File: config.mk
export PLATFORM = sky130hd
export DESIGN_NAME = hit_strike_generator
export DESIGN_NICKNAME = d
export VERILOG_FILES = /design/src/rtl/hit_strike_generator.sv
export SDC_FILE = /design/constraint.sdc
export NUM_CORES = 1
export LEC_CHECK = 0
export BUFFER_PORTS_ARGS = -buffer_cell sky130_fd_sc_hd__buf_2
export CORE_MARGIN = 1.5
export CORE_UTILIZATION = 50
export CTS_CLUSTER_SIZE = 12
export DETAILED_ROUTE_END_ITERATION = 8
export PLACE_DENSITY = 0.79
export SETUP_SLACK_MARGIN = 0.3
export SYNTH_ARGS = -nofsm -noshare
export SYNTH_HDL_FRONTEND = slang
export SYNTH_SLANG_ARGS = --single-unit
File: constraint.sdc
create_clock -name clk -period 2.1 [get_ports clk]
set_input_delay 0.21 -clock clk [delete_from_list [all_inputs] [get_ports clk]]
set_output_delay 0.21 -clock clk [all_outputs]
set_load 0.005 [all_outputs]
File: src/rtl/hit_strike_generator.sv
// Frame-synchronised pacman/ghost collision arbiter: latches overlaps per frame, issues one strike or ghostEaten per frame.
// Latency 1 cycle from startOfFrame to result pulses; no backpressure, pulses are fire-and-forget.
module hit_strike_generator #(
    parameter int NUM_GHOSTS      = 4,
    parameter int COOLDOWN_FRAMES = 90,
    parameter int BLINK_LOG2      = 3,
    parameter int MAX_LIVES       = 3
) (
    input  logic                  clk,
    input  logic                  resetN,
    input  logic                  startOfFrame,
    input  logic                  pacmanDR,
    input  logic [NUM_GHOSTS-1:0] ghostDR,
    input  logic                  powerMode,
    input  logic                  gameOver,
    output logic                  strike,
    output logic                  respawn,
    output logic                  ghostEaten,
    output logic [1:0]            ghostEatenId,
    output logic                  invulnerable,
    output logic                  pacmanVisible,
    output logic                  frozen
);

    typedef enum logic [1:0] {ARMED, COOLDOWN, DEAD} state_t;

    localparam logic [7:0] CD_RELOAD = 8'(COOLDOWN_FRAMES - 1);
    localparam logic [1:0] LIVES     = 2'(MAX_LIVES);

    state_t                state, state_nxt;
    logic [NUM_GHOSTS-1:0] hit_latch, hit_latch_nxt, overlap;
    logic [1:0]            strike_cnt, strike_cnt_nxt, cnt_inc;
    logic [7:0]            cd_cnt, cd_cnt_nxt;
    logic                  any_hit, eval;
    logic                  strike_nxt, ghost_eaten_nxt;
    logic [1:0]            lowest_id, ghost_eaten_id_nxt;

    assign overlap = {NUM_GHOSTS{pacmanDR}} & ghostDR;
    assign any_hit = |hit_latch;
    assign eval    = startOfFrame && !gameOver;
    assign cnt_inc = (strike_cnt == 2'd3) ? 2'd3 : strike_cnt + 2'd1;

    always_comb begin
        lowest_id = 2'd0;
        for (int i = NUM_GHOSTS - 1; i >= 0; i--) begin
            if (hit_latch[i]) lowest_id = 2'(i);
        end
    end

    // State register plus frame-level bookkeeping.
    always_ff @(posedge clk or negedge resetN) begin
        if (!resetN) begin
            state        <= ARMED;
            hit_latch    <= '0;
            strike_cnt   <= 2'd0;
            cd_cnt       <= 8'd0;
            strike       <= 1'b0;
            respawn      <= 1'b0;
            ghostEaten   <= 1'b0;
            ghostEatenId <= 2'd0;
        end else begin
            state        <= state_nxt;
            hit_latch    <= hit_latch_nxt;
            strike_cnt   <= strike_cnt_nxt;
            cd_cnt       <= cd_cnt_nxt;
            strike       <= strike_nxt;
            respawn      <= strike_nxt;
            ghostEaten   <= ghost_eaten_nxt;
            ghostEatenId <= ghost_eaten_id_nxt;
        end
    end

    // gameOver wins over any same-cycle evaluation.
    always_comb begin
        state_nxt      = state;
        cd_cnt_nxt     = cd_cnt;
        strike_cnt_nxt = strike_cnt;
        if (gameOver) begin
            state_nxt = DEAD;
        end else begin
            case (state)
                ARMED: begin
                    if (startOfFrame && any_hit && !powerMode) begin
                        strike_cnt_nxt = cnt_inc;
                        if (cnt_inc == LIVES) begin
                            state_nxt = DEAD;
                        end else begin
                            state_nxt  = COOLDOWN;
                            cd_cnt_nxt = CD_RELOAD;
                        end
                    end
                end
                COOLDOWN: begin
                    if (startOfFrame) begin
                        if (cd_cnt == 8'd0) state_nxt = ARMED;
                        else                cd_cnt_nxt = cd_cnt - 8'd1;
                    end
                end
                default: ;
            endcase
        end
    end

    // An overlap on the startOfFrame cycle is latched after the clear, so it counts for the next frame.
    always_comb begin
        hit_latch_nxt = '0;
        if (state_nxt == ARMED) begin
            hit_latch_nxt = startOfFrame ? overlap : (hit_latch | overlap);
        end
    end

    always_comb begin
        strike_nxt         = (state == ARMED) && eval && any_hit && !powerMode;
        ghost_eaten_nxt    = (state == ARMED) && eval && any_hit && powerMode;
        ghost_eaten_id_nxt = ghost_eaten_nxt ? lowest_id : 2'd0;
    end

    assign invulnerable  = (state == COOLDOWN);
    assign frozen        = (state == DEAD);
    assign pacmanVisible = (state == COOLDOWN) ? cd_cnt[BLINK_LOG2] : 1'b1;

endmodule

# After elaboration in Yosys (flattened, before gate mapping)
# Cells that the tools add are included.
dict set report word_totals {
  reg_bits 20
  inputBits 10
  wordCells 56
}
dict set report classes {
  n_addsub 2
  n_eq_ne 8
  muxes 20
  bitwise 3
  n_reduce_logical 16
}
# op count
set op_table {}
lappend op_table {{$mux 8} 4}
lappend op_table {{$mux 2} 11}
lappend op_table {{$pmux 8 s2} 1}
lappend op_table {{$logic_not 8->1} 1}
lappend op_table {{$mux 4} 2}
lappend op_table {{$ne 2x2->1 const B} 4}
lappend op_table {{$sub 8x1->8 const B} 1}
lappend op_table {{$logic_and 1x1->1} 7}
lappend op_table {{$eq 2x2->1 const B} 3}
lappend op_table {{$reduce_and 6->1} 1}
lappend op_table {{$and 4x4->4} 1}
lappend op_table {{$logic_not 2->1} 2}
lappend op_table {{$or 4x4->4} 1}
lappend op_table {{$pmux 2 s2} 1}
lappend op_table {{$reduce_or 4->1} 1}
lappend op_table {{$reduce_and 3->1} 1}
lappend op_table {{$add 2x1->2 const B} 1}
lappend op_table {{$eq 2x1->1 const B} 1}
lappend op_table {{$logic_not 1->1} 2}
lappend op_table {{$reduce_bool 2->1} 1}
lappend op_table {{$mux 1} 1}
lappend op_table {{$not 1->1} 1}

# Longest topological paths before layout
# Gate-level depths: netlist of the first run.
dict set report depth {
  ltp_word 9
  mapped_depth 7
}

# Worst setup path after synthesis of the first run
# OpenSTA, ideal clock, no wires.
dict set report synth_timing {
  path_kind {reg2reg}
  startpoint {register cd_cnt[0]}
  endpoint {register cd_cnt[6]}
  setup_ns 0.121
  arrival_time_ns 1.582
  required_ns 1.979
  slack_ns 0.397
  stages_incl_launch_ff 8
  path_buffers 1
  cell_sequence {dfrtp_1 -> inv_1 -> ha_1 -> nor3b_2 -> a211oi_4 -> a21o_1 -> buf_6 -> a22o_1}
}
dict set report synth_via {
  elab_chain_cells 4
}
# item line_no
set synth_rtl {}
lappend synth_rtl {{from (decl)} 33} ;# logic [7:0] cd_cnt, cd_cnt_nxt;
lappend synth_rtl {{from (signal assigned)} 65} ;# cd_cnt <= cd_cnt_nxt;
lappend synth_rtl {{$sub 8x1->8} 96} ;# else cd_cnt_nxt = cd_cnt - 8'd1;
lappend synth_rtl {{$mux 8} 95} ;# if (cd_cnt == 8'd0) state_nxt = ARMED;
lappend synth_rtl {{$mux 8} 94} ;# if (startOfFrame) begin
lappend synth_rtl {{$pmux 8 s2} 81} ;# case (state)
# Parallel ways exist; a longest one is shown, timed or not. The select of a mux whose other input is x is not followed.
# A chain may end at the register's enable or synchronous reset.

# Final worst setup path of the first run
# Ends and elaborated chain as after synthesis.

==> impl_metrics.env, run 1 <==
export IMPL_layout_nets=131
export IMPL_fmax_ghz=0.5805
export IMPL_ys_seq_area_frac=0.5076
export IMPL_grt_first_pass_wirelength_mm=3.036
export IMPL_timing_rr_start="cd_cnt[0]"
export IMPL_cts_max_level=1
export IMPL_diodes=0
export IMPL_path_clk_slew_ns=0.11
export IMPL_rr_worst_depth=6
export IMPL_rows=15
export IMPL_synthFlopType="dfrtp_1"
export IMPL_layout_drive_gt1_share=0.2941
export IMPL_min_delay_start="gameOver"
export IMPL_synth_area_um2=985.9
export IMPL_min_path_type="in2reg"
export IMPL_power_uw=724.7
export IMPL_async_flop_share=1.000
export IMPL_critical_path_max_stage_delay_ns=0.41
export IMPL_synth_edff_count=0
export IMPL_min_period_ns=1.723
export IMPL_cts_sinks=20
export IMPL_wl_mm=1.939
export IMPL_clock_latency_ns=0.31
export IMPL_p_sw_frac=0.1892
export IMPL_cts_made_buffers=3
export IMPL_avgViaCountPerCell=5.493
export IMPL_yosysWarnings=0
export IMPL_clockBufferDepth=2
export IMPL_seq_power_share=0.531
export IMPL_dieWidth_um=47.41
export IMPL_drtPass1Iterations=4
export IMPL_synth_distinct_cells=34
export IMPL_yosys_area_top_type="dfrtp_1"
export IMPL_p_sw_uw=137.1
export IMPL_setup_tns_ns=0
export IMPL_fin_crit_sh=0.8203
export IMPL_grt_pass1_vias=693
export IMPL_synth_area_per_cell_um2=10.38
export IMPL_required_ns=2.31
export IMPL_synthCells=95
export IMPL_skew_ns=0.002557
export IMPL_port_buffers=17
export IMPL_crit_chain="inv_1 -> ha_1 -> nor3b_2 -> a211oi_4 -> nand3_1 -> a22o_1"
export IMPL_gp_congestion=0.7662
export IMPL_power_frac_clock=0.434
export IMPL_cts_tree="built"
export IMPL_hold_viol_final=0
export IMPL_grtUsageTotal=0.1987
export IMPL_worstSetupPathType="reg2reg"
export IMPL_drt_initial_drc_count=27
export IMPL_synth_fp_nets=106
export IMPL_grt_antenna_before_repair=0
export IMPL_ys_seq_elements=20
export IMPL_worstSetupStartpointType="flop"
export IMPL_p_per_area_mw_per_mm2=602.1
export IMPL_initial_core_util=0.5530
export IMPL_wl_per_cell_um=13.47
export IMPL_path_max_fanout=8
export IMPL_fp_dieH_um=47.41
export IMPL_ios=18
export IMPL_post_synth_top_area_fraction=0.5076
export IMPL_p_leak_nw=0.5464
export IMPL_cap_violations=0
export IMPL_cp_num_buf_inv=1
export IMPL_worstMarginPinSlew_ns=0.5976
export IMPL_comb_power_share=0.035
export IMPL_cpMaxStageDelayCell="dfrtp_1"
export IMPL_synth_area_leaders="dfrtp_1, nor3_1, inv_1"
export IMPL_r2r_end="cd_cnt[6]"
export IMPL_drc_errors=0
export IMPL_die_area_mm2=0.002247
export IMPL_cp_arrival_ns=1.93
export IMPL_overflow=0
export IMPL_final_setup_viol_count=0
export IMPL_vias=791
export IMPL_core_area_mm2=0.001783
export IMPL_worstHoldEndpoint="state[0]"
export IMPL_area_growth_pct=22.08
export IMPL_crit_family="compound AO/OA/AOI/OAI gates"
export IMPL_fillers=148
export IMPL_r2r_setup_slack_ns=0.38
export IMPL_grt_max_degree=21
export IMPL_ant_nets=0
export IMPL_cts_root_buffer="clkbuf_4"
export IMPL_rsz0062_at_grt="false"
export IMPL_status="finished clean"
export IMPL_max_slew_margin_rel=0.5982
export IMPL_min_path_cells=2
export IMPL_slew_violations=0
export IMPL_vdd_drop_max_v=0.0005226
export IMPL_intPower_uw=587.6
export IMPL_endpoint_kind="flop"
export IMPL_dp_hpwl_mm=1.338
area by class of cell:
class	instances	area, um2	area share
clock buffer	3	22.52	0.01871
clock inverter	1	30.03	0.02495
multi-input combinational	62	449.2	0.3732
tap	25	31.28	0.02599
sequential	20	500.5	0.4158
timing repair buffer	23	132.6	0.1102
inverter	10	37.54	0.03119
flip-flops by register name, summed over array words and instances, names as in the netlist:
name	count
ghostEaten	1
strike_cnt	2
respawn	1
hit_latch	4
ghostEatenId	2
cd_cnt	8
state	2
cell usage after synthesis (2+ instances only):
cell type,number
o21ai_0,2
nor3b_1,2
a31oi_1,4
nor2_1,5
nor2b_1,2
inv_1,9
a22oi_1,4
a31oi_2,2
nor3_1,8
nand2b_1,3
nand2_1,4
dfrtp_1,20
nand3_1,2
a21oi_1,6
o21a_1,2
a22o_1,2
layer usage:
layer / vias to the layer above / global-route usage / wire [um]
li1: 396 / - / -
met1: 372 / 0.2868 / 914
met2: 18 / 0.2757 / 901
met3: 5 / 0.03846 / 74
met4: 0 / 0.1167 / 48
met5: - / 0 / 0
power by group through the flow:
stage	combinational, mW	sequential (mW)	clock [mW]
final	0.0252	0.385	0.315
after global routing	0.0289	0.385	0.335
after CTS	0.0252	0.385	0.321
after detailed placement	0.0237	0.392	0
after global placement	0.0236	0.392	0
after floorplan	0.00472	0.393	0
how the worst max path moves through the flow:
stage,start,endpoint,slack [ns],depth (start not counted)
floorplan,cd_cnt[0],cd_cnt[6],0.40,7
detailed placement,cd_cnt[0],cd_cnt[1],0.29,6
global placement,cd_cnt[0],cd_cnt[1],0.36,6
finish,cd_cnt[0],cd_cnt[6],0.38,6
global route,cd_cnt[0],cd_cnt[6],0.29,6
CTS,cd_cnt[0],state[0],0.32,6
kinds of logic (layout without fill, tap and decap cells):
group | after synthesis | after routing | share of synthesized area
AND/OR/NAND/NOR | 32 | 32 | 0.1891
AO/OA/AOI/OAI | 28 | 28 | 0.2195
flip-flops | 20 | 20 | 0.5076
adder cells (fa/ha/maj) | 1 | 1 | 0.01269
multiplexers | 1 | 1 | 0.01015
buffers and inverters | 13 | 37 | 0.06091
through the flow:
step / hold WS, ns / worst slack, ns / cells / utilization / area (um2)
finish: 0.1377 / 0.3773 / 144 / 0.6751 / 1204
global placement: 0.1708 / 0.3578 / 136 / 0.6140 / 1095
floorplan: -0.08559 / 0.3967 / 95 / - / 985.9
detailed placement: 0.1729 / 0.2912 / 136 / 0.6140 / 1095
CTS: 0.1371 / 0.3238 / 141 / 0.6498 / 1159
global route: 0.1490 / 0.2928 / 144 / 0.6751 / 1204
cell usage in the layout, fill, tap and decap left out, types with 2 or more instances in the layout:
cell | netlist | final
dfrtp_1 | 20 | 20
a21oi_1 | 6 | 6
nor2_1 | 5 | 5
buf_4 | 1 | 5
a31oi_2 | 2 | 2
a22o_1 | 2 | 2
nand2_1 | 4 | 4
nor3b_1 | 2 | 2
buf_2 | 0 | 17
nor3_1 | 8 | 8
clkbuf_4 | 0 | 3
o21a_1 | 2 | 2
inv_1 | 9 | 9
a22oi_1 | 4 | 4
nor2b_1 | 2 | 2
nand2b_1 | 3 | 3
a31oi_1 | 4 | 4
nand3_1 | 2 | 2
o21ai_0 | 2 | 2
what timing repair did:
item | in CTS | in global routing
setup buffers | 0 | 3
pin swaps | 0 | 1
hold buffers | 1 | 0
hold endpoints to repair | 20 | 0
endpoints found under the setup margin | 1 | 10
gates resized for setup | 1 | 3
(Power assumes the default switching activity.)
==> inputs of run 2 (changes only) <==
- CORE_UTILIZATION: 50 -> 48
- clock period: 2.1 -> 1.4 ns (I/O delays scaled with it)
==> run 2 against run 1 <==
  * The run now ends with setup timing left
  * Utilization is 18 points higher
  * Register-to-register slack worse by 0.68 ns
  * Worst hold slack worse by 0.037 ns
  * Critical path type unchanged
  * Largest cell class is now multi-input combinational cells
  * Largest power group unchanged
==> impl_metrics.env, run 2 (synthesis results as in run 1) <==
export IMPL_status="finished, violations left"
export IMPL_violations="setup timing"
export IMPL_fp_dieH_um=48.32
export IMPL_min_period_ns=1.700
export IMPL_worstSetupStartpointType="flop"
export IMPL_comb_power_share=0.052
export IMPL_rows=16
export IMPL_path_max_fanout=3
export IMPL_drt_initial_drc_count=47
export IMPL_timing_rr_start="cd_cnt[1]"
export IMPL_hold_viol_final=0
export IMPL_wl_per_cell_um=19.14
export IMPL_place_inst=162
export IMPL_startpoint="cd_cnt[1]"
export IMPL_port_buffers=17
export IMPL_overflow=0
export IMPL_crit_path_end="cd_cnt[7]"
export IMPL_largest_reg_flops=8
export IMPL_final_common_cell="buf_4"
export IMPL_r2r_setup_slack_ns=-0.30
export IMPL_required_ns=1.58
export IMPL_fin_crit_sh=1.215
export IMPL_power_uw=893.6
export IMPL_cpMaxStageDelayCell="or4_4"
export IMPL_cp_arrival_ns=1.88
export IMPL_core_area_mm2=0.001942
export IMPL_endpoint_kind="flop"
export IMPL_r2r_end="cd_cnt[7]"
export IMPL_ant_nets=0
export IMPL_cap_violations=0
export IMPL_area_growth_pct=68.40
export IMPL_grtUsageTotal=0.2572
export IMPL_worstMarginPinSlew_ns=0.4487
export IMPL_drc_errors=0
export IMPL_p_sw_frac=0.2254
export IMPL_crit_chain="buf_4 -> or4_4 -> o41ai_2 -> a31oi_1"
export IMPL_cp_depth=4
export IMPL_initial_core_util=0.5077
export IMPL_vdd_drop_max_v=0.0005309
export IMPL_cts_max_level=1
export IMPL_dieWidth_um=48.32
export IMPL_cts_root_buffer="clkbuf_4"
export IMPL_p_sw_uw=201.5
export IMPL_grtUsageMet2=0.4537
export IMPL_clockBufferDepth=2
export IMPL_cts_tree="built"
export IMPL_layout_nets=168
export IMPL_skew_ns=0.001924
export IMPL_fmax_ghz=0.5881
export IMPL_ios=18
export IMPL_path_clk_slew_ns=0.10
export IMPL_top_register="cd_cnt"
export IMPL_grt_util_met3=0.07099
export IMPL_clock_latency_ns=0.30
export IMPL_die_area_mm2=0.002335
export IMPL_wl_mm=3.484
export IMPL_cts_made_buffers=3
export IMPL_met1_usage=0.3129
export IMPL_layout_common_cells="buf_4, dfrtp_1, buf_2"
export IMPL_p_leak_nw=0.7604
export IMPL_p_per_area_mw_per_mm2=538.2
export IMPL_avgViaCountPerCell=5.797
export IMPL_max_slew_margin_rel=0.7009
export IMPL_intPower_uw=692.2
export IMPL_rr_worst_depth=4
export IMPL_diodes=0
export IMPL_largestRegisters="cd_cnt: 8 flops, hit_latch: 4 flops"
export IMPL_stdcell_count=182
export IMPL_power_frac_clock=0.302
export IMPL_setup_tns_ns=-3.231
export IMPL_setup_ws_ns=-0.3004
export IMPL_cts_sinks=20
export IMPL_worstSetupPathType="reg2reg"
export IMPL_vias=1055
export IMPL_layout_drive_gt1_share=0.6065
export IMPL_top_usage_layer="met2"
export IMPL_grt_antenna_before_repair=0
export IMPL_slew_violations=0
export IMPL_crit_family="simple AND/OR/NAND/NOR gates"
export IMPL_rsz0062_at_grt="true"
export IMPL_grt_first_pass_wirelength_mm=4.595
export IMPL_grt_pass1_vias=982
export IMPL_gp_congestion=0.8102
export IMPL_seq_power_share=0.646
export IMPL_drtPass1Iterations=4
export IMPL_grt_max_degree=21
export IMPL_cp_num_buf_inv=1
export IMPL_critical_path_max_stage_delay_ns=0.57
export IMPL_min_path_type="in2reg"
export IMPL_dp_hpwl_mm=1.601
export IMPL_final_setup_viol_count=21
run 2: power by group through the flow:
stage                     clock, mW  sequential, mW  combinational (mW)
final                         0.270           0.577              0.0462
after global routing          0.301           0.577              0.0503
after detailed placement          0           0.589              0.0363
after CTS                     0.270           0.577              0.0402
after global placement            0           0.589              0.0351
after floorplan                   0           0.589             0.00699
run 2: layout make-up:
cell class              count  area, um2
multi-input cells          62      605.6
well taps                  27      33.78
flip-flops and latches     20      500.5
fillers                    86      281.5
inverters                  10      37.54
repair buffers             60      460.4
clock buffers               3      22.52
run 2: worst min-delay path by stage:
stage               startpoint             to  slack (ns)  cells after the start
floorplan               resetN      cd_cnt[0]       -0.16                      0
global placement        resetN        respawn         0.1                      1
detailed placement      resetN  strike_cnt[1]        0.11                      1
CTS                   gameOver       state[0]        0.08                      2
global route          gameOver       state[0]        0.09                      2
finish                gameOver       state[0]        0.10                      2
run 2: layer usage:
metal  wire [um]  vias to the layer above
met4          84                        0
met2        1708                       43
met1        1475                      532
li1            -                      469
met5           0                        -
met3         216                       11
run 2: worst reg2reg max path, stage by stage, from the launching register on:
cell,delay (ns)
dfrtp_1,0.41
buf_4,0.15
or4_4,0.57
o41ai_2,0.31
a31oi_1,0.14
run 2: through the flow:
| step | util | hold WS, ns | instance area [um2] | worst slack (ns) |
|---|---|---|---|---|
| 2_1_floorplan | - | -0.1556 | 1005 | -0.2297 |
| 3_3_place_gp | 0.6675 | 0.09886 | 1296 | -0.2037 |
| 3_5_place_dp | 0.6675 | 0.1066 | 1296 | -0.2299 |
| 4_1_cts | 0.7610 | 0.07572 | 1478 | -0.1452 |
| 5_1_grt | 0.8550 | 0.09277 | 1660 | -0.3197 |
| 6_report | 0.8550 | 0.1003 | 1660 | -0.3004 |
run 2: repair_timing:
item | in CTS | in global routing
endpoints found under the hold margin | 20 | 0
setup buffers | 6 | 10
endpoints found under the setup margin | 23 | 23
pin swaps | 14 | 8
gates resized for setup | 24 | 21
hold buffers | 1 | 0
==> inputs of run 3 (changes only) <==
- SKIP_CTS_REPAIR_TIMING: not set -> 1
==> run 3 against run 2 <==
  * The flow still finishes with violations (setup timing)
  * Sequential power about the same
  * Worst hold slack lost 0.00072 ns
  * Non-clock buffer count fell by 11
  * Clock power fell by 1%
  * Critical path depth rose by 1
==> impl_metrics.env, run 3 (synthesis results as in run 1) <==
export IMPL_ios=18
export IMPL_violations="setup timing"
export IMPL_ant_nets=0
export IMPL_clockBufferDepth=2
export IMPL_min_path_type="in2reg"
export IMPL_drc_errors=0
export IMPL_cap_violations=0
export IMPL_layout_nets=157
export IMPL_utilization=0.7796
export IMPL_worstMarginPinSlew_ns=0.4534
export IMPL_place_inst=162
export IMPL_layout_common_cells="buf_4, dfrtp_1, buf_2"
export IMPL_stdcell_count=171
export IMPL_wl_per_cell_um=16.39
export IMPL_grt_pass1_vias=880
export IMPL_top_register="cd_cnt"
export IMPL_skew_ns=0.005751
export IMPL_grtUsageTotal=0.2077
export IMPL_worstSetupPathType="reg2reg"
export IMPL_hold_viol_final=0
export IMPL_p_leak_nw=0.6863
export IMPL_initial_core_util=0.5077
export IMPL_seq_power_share=0.652
export IMPL_final_area_mm2=0.001514
export IMPL_vdd_drop_max_v=0.0005159
export IMPL_status="finished, violations left"
export IMPL_grt_antenna_before_repair=0
export IMPL_post_dp_cell_area_mm2=0.001296
export IMPL_port_buffers=17
export IMPL_rsz0062_at_grt="true"
export IMPL_p_sw_uw=193.3
export IMPL_p_per_area_mw_per_mm2=584.7
export IMPL_dp_hpwl_mm=1.601
export IMPL_power_uw=885.2
export IMPL_comb_power_share=0.047
export IMPL_grt_max_degree=21
export IMPL_fp_dieH_um=48.32
export IMPL_p_sw_frac=0.2184
export IMPL_diodes=0
export IMPL_area_growth_pct=53.55
export IMPL_max_slew_margin_rel=0.6978
export IMPL_worstSetupStartpointType="flop"
export IMPL_hold_ws_ns=0.09958
export IMPL_cp_arrival_ns=1.80
export IMPL_core_area_mm2=0.001942
export IMPL_wl_mm=2.802
export IMPL_place_ws_ns=-0.2299
export IMPL_cts_max_level=1
export IMPL_rows=16
export IMPL_cts_tree="built"
export IMPL_cts_root_buffer="clkbuf_4"
export IMPL_layout_drive_gt1_share=0.5486
export IMPL_clock_latency_ns=0.30
export IMPL_slew_violations=0
export IMPL_fmax_ghz=0.6213
export IMPL_min_period_ns=1.610
export IMPL_dieWidth_um=48.32
export IMPL_die_area_mm2=0.002335
export IMPL_final_common_cell="buf_4"
export IMPL_cts_made_buffers=3
export IMPL_power_frac_clock=0.301
export IMPL_path_max_fanout=8
export IMPL_path_clk_slew_ns=0.10
export IMPL_cts_sinks=20
export IMPL_final_setup_viol_count=16
export IMPL_drtPass1Iterations=4
export IMPL_grt_first_pass_wirelength_mm=3.732
export IMPL_required_ns=1.59
export IMPL_vias=966
export IMPL_setup_tns_ns=-2.074
export IMPL_overflow=0
export IMPL_endpoint_kind="flop"
export IMPL_gp_congestion=0.8102
export IMPL_setup_ws_ns=-0.2096
export IMPL_drt_initial_drc_count=19
export IMPL_fin_crit_sh=1.150
export IMPL_largestRegisters="cd_cnt: 8 flops, hit_latch: 4 flops"
export IMPL_largest_reg_flops=8
export IMPL_avgViaCountPerCell=5.649
export IMPL_intPower_uw=691.9
-- run 3: cell count changes in the layout (fill, tap and decap cells not counted), sizes merged --
cell and change:
buf -11
-- run 3: final timing paths --
check | from | to | slack [ns] | cells after the start
setup / recovery | hit_latch[0] | cd_cnt[6] | -0.21 | 5
hold / removal | gameOver | state[0] | 0.1 | 2
setup reg to reg | hit_latch[0] | cd_cnt[6] | -0.21 | 5
hold reg to reg | strike_cnt[0] | strike_cnt[0] | 0.56 | 2
max in group asynchronous | resetN | state[1] | 0.76 | 2
min in group asynchronous | resetN | cd_cnt[5] | 0.30 | 2
-- run 3: metal layers --
metal | global-route usage | share of wire | up-vias | routed length (um)
met4 | 0.09524 | 0.017 | 0 | 48
li1 | - | - | 452 | -
met5 | 0 | 0 | - | 0
met3 | 0.07407 | 0.035 | 6 | 97
met1 | 0.2413 | 0.43 | 488 | 1206
met2 | 0.3449 | 0.52 | 20 | 1449
-- run 3: power groups by stage --
stage	clock (mW)	combinational [mW]	sequential [mW]
after floorplan	0	0.00699	0.589
after global placement	0	0.0351	0.589
after detailed placement	0	0.0363	0.589
after CTS	0.270	0.0363	0.577
after global routing	0.294	0.0466	0.577
final	0.266	0.0418	0.577
-- run 3: worst max-delay path, cell delays in order, from the launching register on --
cell and delay [ns]:
dfrtp_1 0.40, o41a_1 0.48, nand3_2 0.13, inv_2 0.06, a21o_4 0.25, a22o_1 0.19
-- run 3: final cells by class --
cell class                 count  area [um2]
tap                           27       33.78
clock buffer                   3       22.52
timing repair buffer          49       364.1
fill                         114       427.9
multi-input combinational     62       554.3
sequential                    20       501.7
inverter                      10       37.54
